**config.mk**
```make
export PLATFORM = sky130hd
export DESIGN_NAME = centroid_tracker_flat
export DESIGN_NICKNAME = d
export VERILOG_FILES = /design/src/rtl/centroid_tracker_if.sv /design/src/rtl/centroid_tracker.sv /design/src/flat_wrapper.sv
export SDC_FILE = /design/constraint.sdc
export NUM_CORES = 1
export LEC_CHECK = 0
export CAP_MARGIN = 20
export CORE_MARGIN = 10
export CORE_UTILIZATION = 61
export CTS_CLUSTER_SIZE = 10
export DETAILED_ROUTE_END_ITERATION = 16
export PLACE_DENSITY_LB_ADDON = 0.2
export SLEW_MARGIN = 20
export SYNTH_ARGS = -nofsm -noshare
export SYNTH_HDL_FRONTEND = slang
export SYNTH_SLANG_ARGS = --single-unit
```
**constraint.sdc**
```tcl
create_clock -name clk -period 13.57 [get_ports clk]
set_clock_uncertainty 0.15 [all_clocks]
set_input_delay 2.714 -clock clk [delete_from_list [all_inputs] [get_ports clk]]
set_output_delay 2.714 -clock clk [all_outputs]
set_load 0.01 [all_outputs]
```
**src/rtl/centroid_tracker_if.sv**
```systemverilog
// Video and result bundle for centroid_tracker.
// slave = tracker side, master = source/sink side.
interface centroid_tracker_if #(
   parameter int CNT_W = 11
) ();
   logic             de_in;
   logic             h_sync_in;
   logic             v_sync_in;
   logic [23:0]      pixel_in;
   logic             de_out;
   logic             h_sync_out;
   logic             v_sync_out;
   logic [23:0]      pixel_out;
   logic [CNT_W-1:0] x_out;
   logic [CNT_W-1:0] y_out;
   logic             found_out;
   logic             centroid_valid;
   logic             overrun;

   modport slave (
      input  de_in, h_sync_in, v_sync_in, pixel_in,
      output de_out, h_sync_out, v_sync_out, pixel_out,
      output x_out, y_out, found_out, centroid_valid, overrun
   );

   modport master (
      output de_in, h_sync_in, v_sync_in, pixel_in,
      input  de_out, h_sync_out, v_sync_out, pixel_out,
      input  x_out, y_out, found_out, centroid_valid, overrun
   );
endinterface

```
**src/rtl/centroid_tracker.sv**
```systemverilog
// Mask centroid tracker: per-frame moments, serial divide in blanking.
// Ports: clk, rst (async high), bus (video in/out + centroid results).
module centroid_tracker #(
   parameter int CNT_W = 11,
   parameter int ACC_W = 32
) (
   input  logic clk,
   input  logic rst,
   centroid_tracker_if.slave bus
);
   localparam int SW = $clog2(ACC_W + 1);

   typedef enum logic [1:0] {IDLE, DIV_X, DIV_Y, DONE} state_e;

   state_e state_q, state_d;

   logic             vs_q, de_q;
   logic [CNT_W-1:0] x_cnt_q, y_cnt_q;
   logic [ACC_W-1:0] m00_q, m10_q, m01_q;
   logic [ACC_W-1:0] den_q, num_y_q, quo_q, rem_q;
   logic [CNT_W-1:0] qx_q;
   logic [SW-1:0]    step_q;

   logic             rise, hit, last;
   logic [ACC_W-1:0] m00_f, m10_f, m01_f;
   logic [ACC_W:0]   rem_sh, diff;
   logic             q_bit;
   logic [ACC_W-1:0] quo_nx, rem_nx;

   assign rise = bus.v_sync_in & ~vs_q;
   assign hit  = bus.de_in & bus.pixel_in[7];

   // Sums including this cycle's pixel, so a frame end sees it.
   assign m00_f = m00_q + ACC_W'(hit);
   assign m10_f = m10_q + (hit ? ACC_W'(x_cnt_q) : '0);
   assign m01_f = m01_q + (hit ? ACC_W'(y_cnt_q) : '0);

   // Restoring divide step: borrow out of diff means "does not fit".
   assign rem_sh = {rem_q, quo_q[ACC_W-1]};
   assign diff   = rem_sh - {1'b0, den_q};
   assign q_bit  = ~diff[ACC_W];
   assign rem_nx = q_bit ? diff[ACC_W-1:0] : rem_sh[ACC_W-1:0];
   assign quo_nx = {quo_q[ACC_W-2:0], q_bit};
   assign last   = (step_q == SW'(ACC_W - 1));

   always_ff @(posedge clk or posedge rst) begin
      if (rst) state_q <= IDLE;
      else     state_q <= state_d;
   end

   always_comb begin
      state_d = state_q;
      unique case (state_q)
         IDLE:  if (rise) state_d = (m00_f == '0) ? DONE : DIV_X;
         DIV_X: if (last) state_d = DIV_Y;
         DIV_Y: if (last) state_d = DONE;
         DONE:  state_d = IDLE;
         default: state_d = IDLE;
      endcase
   end

   always_ff @(posedge clk or posedge rst) begin
      if (rst) begin
         vs_q               <= 1'b0;
         de_q               <= 1'b0;
         bus.de_out         <= 1'b0;
         bus.h_sync_out     <= 1'b0;
         bus.v_sync_out     <= 1'b0;
         bus.pixel_out      <= '0;
         x_cnt_q            <= '0;
         y_cnt_q            <= '0;
         m00_q              <= '0;
         m10_q              <= '0;
         m01_q              <= '0;
         den_q              <= '0;
         num_y_q            <= '0;
         quo_q              <= '0;
         rem_q              <= '0;
         qx_q               <= '0;
         step_q             <= '0;
         bus.x_out          <= '0;
         bus.y_out          <= '0;
         bus.found_out      <= 1'b0;
         bus.centroid_valid <= 1'b0;
         bus.overrun        <= 1'b0;
      end else begin
         vs_q           <= bus.v_sync_in;
         de_q           <= bus.de_in;
         bus.de_out     <= bus.de_in;
         bus.h_sync_out <= bus.h_sync_in;
         bus.v_sync_out <= bus.v_sync_in;
         bus.pixel_out  <= bus.pixel_in;

         if (bus.de_in)   x_cnt_q <= x_cnt_q + 1'b1;
         else if (de_q)   x_cnt_q <= '0;

         if (rise)                     y_cnt_q <= '0;
         else if (de_q & ~bus.de_in)   y_cnt_q <= y_cnt_q + 1'b1;

         if (rise) begin
            m00_q <= '0;
            m10_q <= '0;
            m01_q <= '0;
         end else begin
            m00_q <= m00_f;
            m10_q <= m10_f;
            m01_q <= m01_f;
         end

         // Frame end mid-division: sums dropped, division carries on.
         if (rise && state_q != IDLE) bus.overrun <= 1'b1;

         bus.centroid_valid <= 1'b0;

         unique case (state_q)
            IDLE: begin
               if (rise) begin
                  den_q   <= m00_f;
                  quo_q   <= m10_f;
                  num_y_q <= m01_f;
                  rem_q   <= '0;
                  step_q  <= '0;
               end
            end
            DIV_X: begin
               step_q <= last ? '0 : step_q + 1'b1;
               if (last) begin
                  qx_q  <= quo_nx[CNT_W-1:0];
                  quo_q <= num_y_q;
                  rem_q <= '0;
               end else begin
                  quo_q <= quo_nx;
                  rem_q <= rem_nx;
               end
            end
            DIV_Y: begin
               step_q <= last ? '0 : step_q + 1'b1;
               quo_q  <= quo_nx;
               rem_q  <= rem_nx;
            end
            DONE: begin
               bus.centroid_valid <= 1'b1;
               bus.found_out      <= (den_q != '0);
               if (den_q != '0) begin
                  bus.x_out <= qx_q;
                  bus.y_out <= quo_q[CNT_W-1:0];
               end
            end
            default: ;
         endcase
      end
   end
endmodule
```
**src/flat_wrapper.sv**
```systemverilog
// flat-port wrapper written by rule: the top's interface ports become plain ports
module centroid_tracker_flat 
#(
   parameter int CNT_W = 11,
   parameter int ACC_W = 32
)
  (clk, rst, bus_de_in, bus_h_sync_in, bus_v_sync_in, bus_pixel_in, bus_de_out, bus_h_sync_out, bus_v_sync_out, bus_pixel_out, bus_x_out, bus_y_out, bus_found_out, bus_centroid_valid, bus_overrun);
  centroid_tracker_if #(.CNT_W(CNT_W)) bus_i ();
  input  logic clk;
  input  logic rst;
  input wire logic [$bits(bus_i.de_in)-1:0] bus_de_in;
  input wire logic [$bits(bus_i.h_sync_in)-1:0] bus_h_sync_in;
  input wire logic [$bits(bus_i.v_sync_in)-1:0] bus_v_sync_in;
  input wire logic [$bits(bus_i.pixel_in)-1:0] bus_pixel_in;
  output wire logic [$bits(bus_i.de_out)-1:0] bus_de_out;
  output wire logic [$bits(bus_i.h_sync_out)-1:0] bus_h_sync_out;
  output wire logic [$bits(bus_i.v_sync_out)-1:0] bus_v_sync_out;
  output wire logic [$bits(bus_i.pixel_out)-1:0] bus_pixel_out;
  output wire logic [$bits(bus_i.x_out)-1:0] bus_x_out;
  output wire logic [$bits(bus_i.y_out)-1:0] bus_y_out;
  output wire logic [$bits(bus_i.found_out)-1:0] bus_found_out;
  output wire logic [$bits(bus_i.centroid_valid)-1:0] bus_centroid_valid;
  output wire logic [$bits(bus_i.overrun)-1:0] bus_overrun;
  assign bus_i.de_in = bus_de_in;
  assign bus_i.h_sync_in = bus_h_sync_in;
  assign bus_i.v_sync_in = bus_v_sync_in;
  assign bus_i.pixel_in = bus_pixel_in;
  assign bus_de_out = bus_i.de_out;
  assign bus_h_sync_out = bus_i.h_sync_out;
  assign bus_v_sync_out = bus_i.v_sync_out;
  assign bus_pixel_out = bus_i.pixel_out;
  assign bus_x_out = bus_i.x_out;
  assign bus_y_out = bus_i.y_out;
  assign bus_found_out = bus_i.found_out;
  assign bus_centroid_valid = bus_i.centroid_valid;
  assign bus_overrun = bus_i.overrun;
  centroid_tracker #(.CNT_W(CNT_W), .ACC_W(ACC_W)) u_core (.clk(clk), .rst(rst), .bus(bus_i));
endmodule
```
Word level (Yosys, flattened, before mapping) --
Index checks and enable logic that the tools add are counted.
Storage, ports and cells: register bits after elaboration 317, input port bits 29, output and inout bits 52, word-level logic and storage cells 82
Operators by class: add/sub/neg operators 7, equal/unequal tests 7, muxes and demuxes 25, bitwise logic cells 6, reductions and logical operators 16
Operator list (count):
- $mux W32 | 8
- $pmux W32 S3 | 2
- $mux W11 | 6
- $add A32 B32 Y32 | 2
- $sub A33 B32 Y33 | 1
- $add A32 B1 Y32 | 1
- $logic_not A32 Y1 | 1
- $reduce_bool A32 Y1 | 1
- $add A11 B1 Y11 const B | 2
- $mux W6 | 2
- $pmux W6 S2 | 1
- $reduce_and A2 Y1 | 5
- $mux W2 | 4
- $pmux W2 S4 | 1
- $reduce_bool A2 Y1 | 4
- $add A6 B1 Y6 const B | 1
- $eq A6 B5 Y1 const B | 1
- $ne A2 B1 Y1 const B | 3
- $eq A2 B2 Y1 const B | 2
- $and A1 B1 Y1 | 3
- $not A1 Y1 | 3
- $reduce_and A3 Y1 | 1
- $reduce_bool A3 Y1 | 1
- $eq A2 B1 Y1 const B | 1
- other kinds (4) | 4

Longest topological paths before layout --
depth in word-level cells 6, mapped depth 17, depth with buffers taken out 12

Worst setup path before layout --
OpenSTA, ideal clock, no wires.
kind input to register, from input bus_de_in, to register u_core.quo_q[22], library setup time 0.119 ns, arrival time 5.301 ns, data required time 13.301 ns, path slack 8.001 ns, stages 14, buffers on the path 2, cells stage by stage clkbuf_1 > clkbuf_1 > and3_1 > ha_1 > fa_1 > a21o_1 > a21oi_1 > o21bai_1 > a21oi_1 > nor3_1 > o21ai_0 > xor2_1 > o21ai_0 > o21a_1
Between the ends: word-level cells in the longest chain between the ends 5
Ends and longest elaborated chain:
- start, declared | RTL line flat_wrapper.sv:11 | input wire logic [$bits(bus_i.de_in)-1:0] bus_de_in;
- $and A1 B1 Y1 | RTL line centroid_tracker.sv:31 | assign hit = bus.de_in & bus.pixel_in[7];
- $mux W11 | RTL line centroid_tracker.sv:35 | assign m10_f = m10_q + (hit ? ACC_W'(x_cnt_q) : '0);
- $add A32 B32 Y32 | RTL line centroid_tracker.sv:35
- $mux W32 | RTL line centroid_tracker.sv:117 | if (rise) begin
- $pmux W32 S3 | RTL line centroid_tracker.sv:115 | unique case (state_q)
- end signal, assigned | RTL line centroid_tracker.sv:119 | quo_q <= m10_f;
- end signal, assigned | RTL line centroid_tracker.sv:129 | quo_q <= num_y_q;
- end signal, assigned | RTL line centroid_tracker.sv:132 | quo_q <= quo_nx;
- end, declared | RTL line centroid_tracker.sv:20 | logic [ACC_W-1:0] den_q, num_y_q, quo_q, rem_q;
No other way between the ends. The select of a mux whose other input is x is not followed. A chain may end at the register's enable or synchronous reset.

Final worst setup path --
from input bus_pixel_in[7], to register u_core.quo_q[22]
Between the ends: word-level cells in the longest chain between the ends 5
Ends and longest elaborated chain:
- start, declared | RTL line flat_wrapper.sv:14 | input wire logic [$bits(bus_i.pixel_in)-1:0] bus_pixel_in;
- $and A1 B1 Y1 | RTL line centroid_tracker.sv:31
- $mux W11 | RTL line centroid_tracker.sv:35
- $add A32 B32 Y32 | RTL line centroid_tracker.sv:35
- $mux W32 | RTL line centroid_tracker.sv:117
- $pmux W32 S3 | RTL line centroid_tracker.sv:115
No other way between the ends. The select of a mux whose other input is x is not followed.

==> results.cfg <==
[outcome]
outcome = completed

[cts]
cts_root_buffer = clkbuf_16
htreeDepth = 2
clk_latency_ps = 530
clock_sinks = 317
cts_setup_buffers = 0
clkSlewWorstSetupHoldPaths_ps = 50
cts_resized = 0
holdBufCountCts = 0
cts_tree = done
cts_buffers = 38
cts_max_path_buffers = 3

[floorplanning]
row_count = 59
die_h_um = 184
ios = 81
initial_core_util_pct = 62.4
dieArea_um2 = 33900
die_x_um = 184
coreArea_um2 = 26300

[timing]
setup_violations = 0
max_clock_freq_mhz = 164
relSlewSlack_pct = 32.8
rsz0062_at_grt = no
setup_tns_ps = 0
period_share_pct = 45.0
maxSlewViolCount = 0
final_hold_viol_count = 0
final.setup.worst_slack_ps = 7460
fin_crit_ps = 6110
worstMarginPinSlew_ps = 1010

[hold_path]
worst_hold_path_type = flop to flop
hp-start = u_core.bus.overrun
whs_path_depth = 1
min_to = u_core.bus.overrun

[placement]
port_buffers = 80
dpl.hpwl_um = 25200
place_area_um2 = 17400
placed_cells = 2028
gp_congestion = 0.897
pre_cts_slack_ps = 6980

[flow_run]
maxCapViolCount = 0

[worst_setup_path]
crit_fanout = 24
cp-end-kind = flop
cp.required_ps = 13830
reg2reg_slack_ps = 10070
reg2regPathDepth = 12
worstSetupPathType = input pin to flop
critPathLaunchType = input pin
reg2reg_to = u_core.rem_q[23]
cp.arrival_ps = 6370
reg2reg_from = u_core.den_q[0]

[routing]
viasPerCell = 6.00
initialDrtViolationCount = 858
drc = 0
totalWireLength_um = 37100
wl_per_cell_um = 17.8
vias = 12500
ant_nets = 0
drtPass1Iterations = 5

[logic_synthesis]
ys_seq_area_share_pct = 48.3
syn_area_per_cell_um2 = 9.81
synth_mux_area_share_pct = 4.13
synth_xor_area_share_pct = 6.83
synth_top_cells_by_area = dfrtp_1 48%, nand2_1 4.9%, ha_1 4.8%, o21ai_0 3.8%, nor2_1 3.6%
synth_area_um2 = 16400
syn_nets = 1768
synth_area_leader_cell = dfrtp_1
ys.warnings.count = 0
synthArstFlopShare_pct = 100
syn-instance-count = 1673
synthFlopType = dfrtp_1
synth_top_area_share_pct = 48.3
synth_compound_area_share_pct = 15.4
synth-simple-area-share_pct = 16.7
synth_edf_count = 0
synthAdderAreaFrac_pct = 5.17
ys_seq_elements = 317
yosys-top-cells-count = 317 x dfrtp_1, 214 x nand2_1, 156 x nor2_1
yosysMostFrequentCell = dfrtp_1
synth_top_family_by_area = simple AND/OR/NAND/NOR gates
synth.lib_cells_used.distinct = 79

[pwr]
p_total_w = 0.00475
p_leak_nw = 8.66
irDropWorstVdd_v = 0.000408
power_density_nw_per_um2 = 257

[grt]
grt_pass1_vias = 12700
track_usage_pct = 22.3
grt_antenna_before_repair = 0
grt_max_degree = 176
grt-ovfl-total = 0
grt_pass1_wl_um = 62800

[finish]
fin_area_um2 = 18500
regArea_um2 = 7930
antenna_cells = 0
multi_input_area_um2 = 7950
area_delta_synth_final_pct = 12.7
nFillCells = 1988
drive_gt1_share_pct = 7.63
final_cells = 2079
fin_nets = 1828
-- how the worst max path moves through the flow --
stage	startpoint	end	slack, ps
floorplan	rst	u_core.bus.centroid_valid	1930
global placement	bus_pixel_in[7]	u_core.quo_q[22]	7080
detailed placement	bus_pixel_in[7]	u_core.quo_q[22]	6980
CTS	bus_pixel_in[7]	u_core.quo_q[22]	7520
global route	bus_pixel_in[7]	u_core.quo_q[22]	7140
finish	bus_pixel_in[7]	u_core.quo_q[22]	7460
-- cells by family (layout without fill, tap and decap cells) --
family | count (synthesis) | count (layout)
AOI/OAI and AO/OA | 386 | 386
xor gates and xnor gates | 128 | 128
adders and majority gates | 66 | 66
buffers and inverters | 127 | 198
DFF | 317 | 317
muxes | 64 | 64
and+or+nand+nor | 585 | 585
-- placed cells by master, fill, tap and decap left out, types with 5 or more instances in the layout --
cell type and instances:
nor4_1 10, nand3_1 41, o21ai_0 123, and2_1 11
o21bai_1 9, nand4_1 20, or2_2 5, clkbuf_16 39
dfrtp_1 317, a221oi_1 15, a211oi_1 6, a21oi_1 56
xor2_1 65, clkbuf_1 7, nor2_1 154, inv_1 55
nand2b_1 15, a22o_1 5, o21a_1 27, o21ai_1 41
a31oi_1 6, xnor2_1 63, a21o_1 24, and3_1 60
o211ai_1 16, mux2_2 29, and4_1 10, clkdlybuf4s50_1 80
a21oi_2 5, a221oi_2 13, mux2i_1 35, buf_4 10
nor2b_1 5, nand2_1 213, ha_1 63, nor3_1 15
-- critical path, stage by stage --
cell             delay (ps)
clkdlybuf4s50_1         770
and3_1                  330
ha_1                    210
fa_1                    400
a21o_1                  170
a21oi_1                 220
o21bai_1                 90
a21oi_1                 420
nor3_1                  250
o21ai_0                 330
xor2_1                  230
o21ai_0                 110
o21a_1                  120
-- flip-flops by register name (all words and copies together), names as in the netlist, 24 cells and up --
register and cells:
u_core.m01_q 32, u_core.num_y_q 32, u_core.rem_q 32, u_core.m10_q 32, u_core.m00_q 32, u_core.den_q 32
u_core.bus.pixel_out 24, u_core.quo_q 32
-- metal layers --
layer / up-vias / part of all wire (%) / track usage, %
li1: 5981 / - / -
met1: 6115 / 44 / 28.4
met2: 298 / 48 / 37.7
met3: 75 / 5.0 / 4.39
met4: 0 / 2.4 / 6.92
met5: - / 0 / 0
-- power by group --
group,total [W],internal (W),leakage [nW],switching [W]
combinational,0.00263,0.00115,3.86,0.00148
sequential,0.00122,0.00109,4.28,0.000125
clock,0.000907,0.000534,0.525,0.000373
total,0.00475,0.00278,8.66,0.00197
-- through the flow --
stage	hold WS [ps]	utilization, %
after floorplan	292	-
after global placement	295	66.2
after detailed placement	294	66.2
after CTS	316	70.3
after global routing	324	70.3
final	316	70.3
-- cell type report --
cell class / count / share of cell area [%]
Inverter: 56 / 1.18
Clock buffer: 49 / 5.64
Clock inverter: 2 / 0.156
Sequential cell: 317 / 42.9
Multi-Input combinational cell: 1229 / 43.0
Tap cell: 335 / 2.27
Timing Repair Buffer: 91 / 4.85
(Power assumes the default switching activity.)
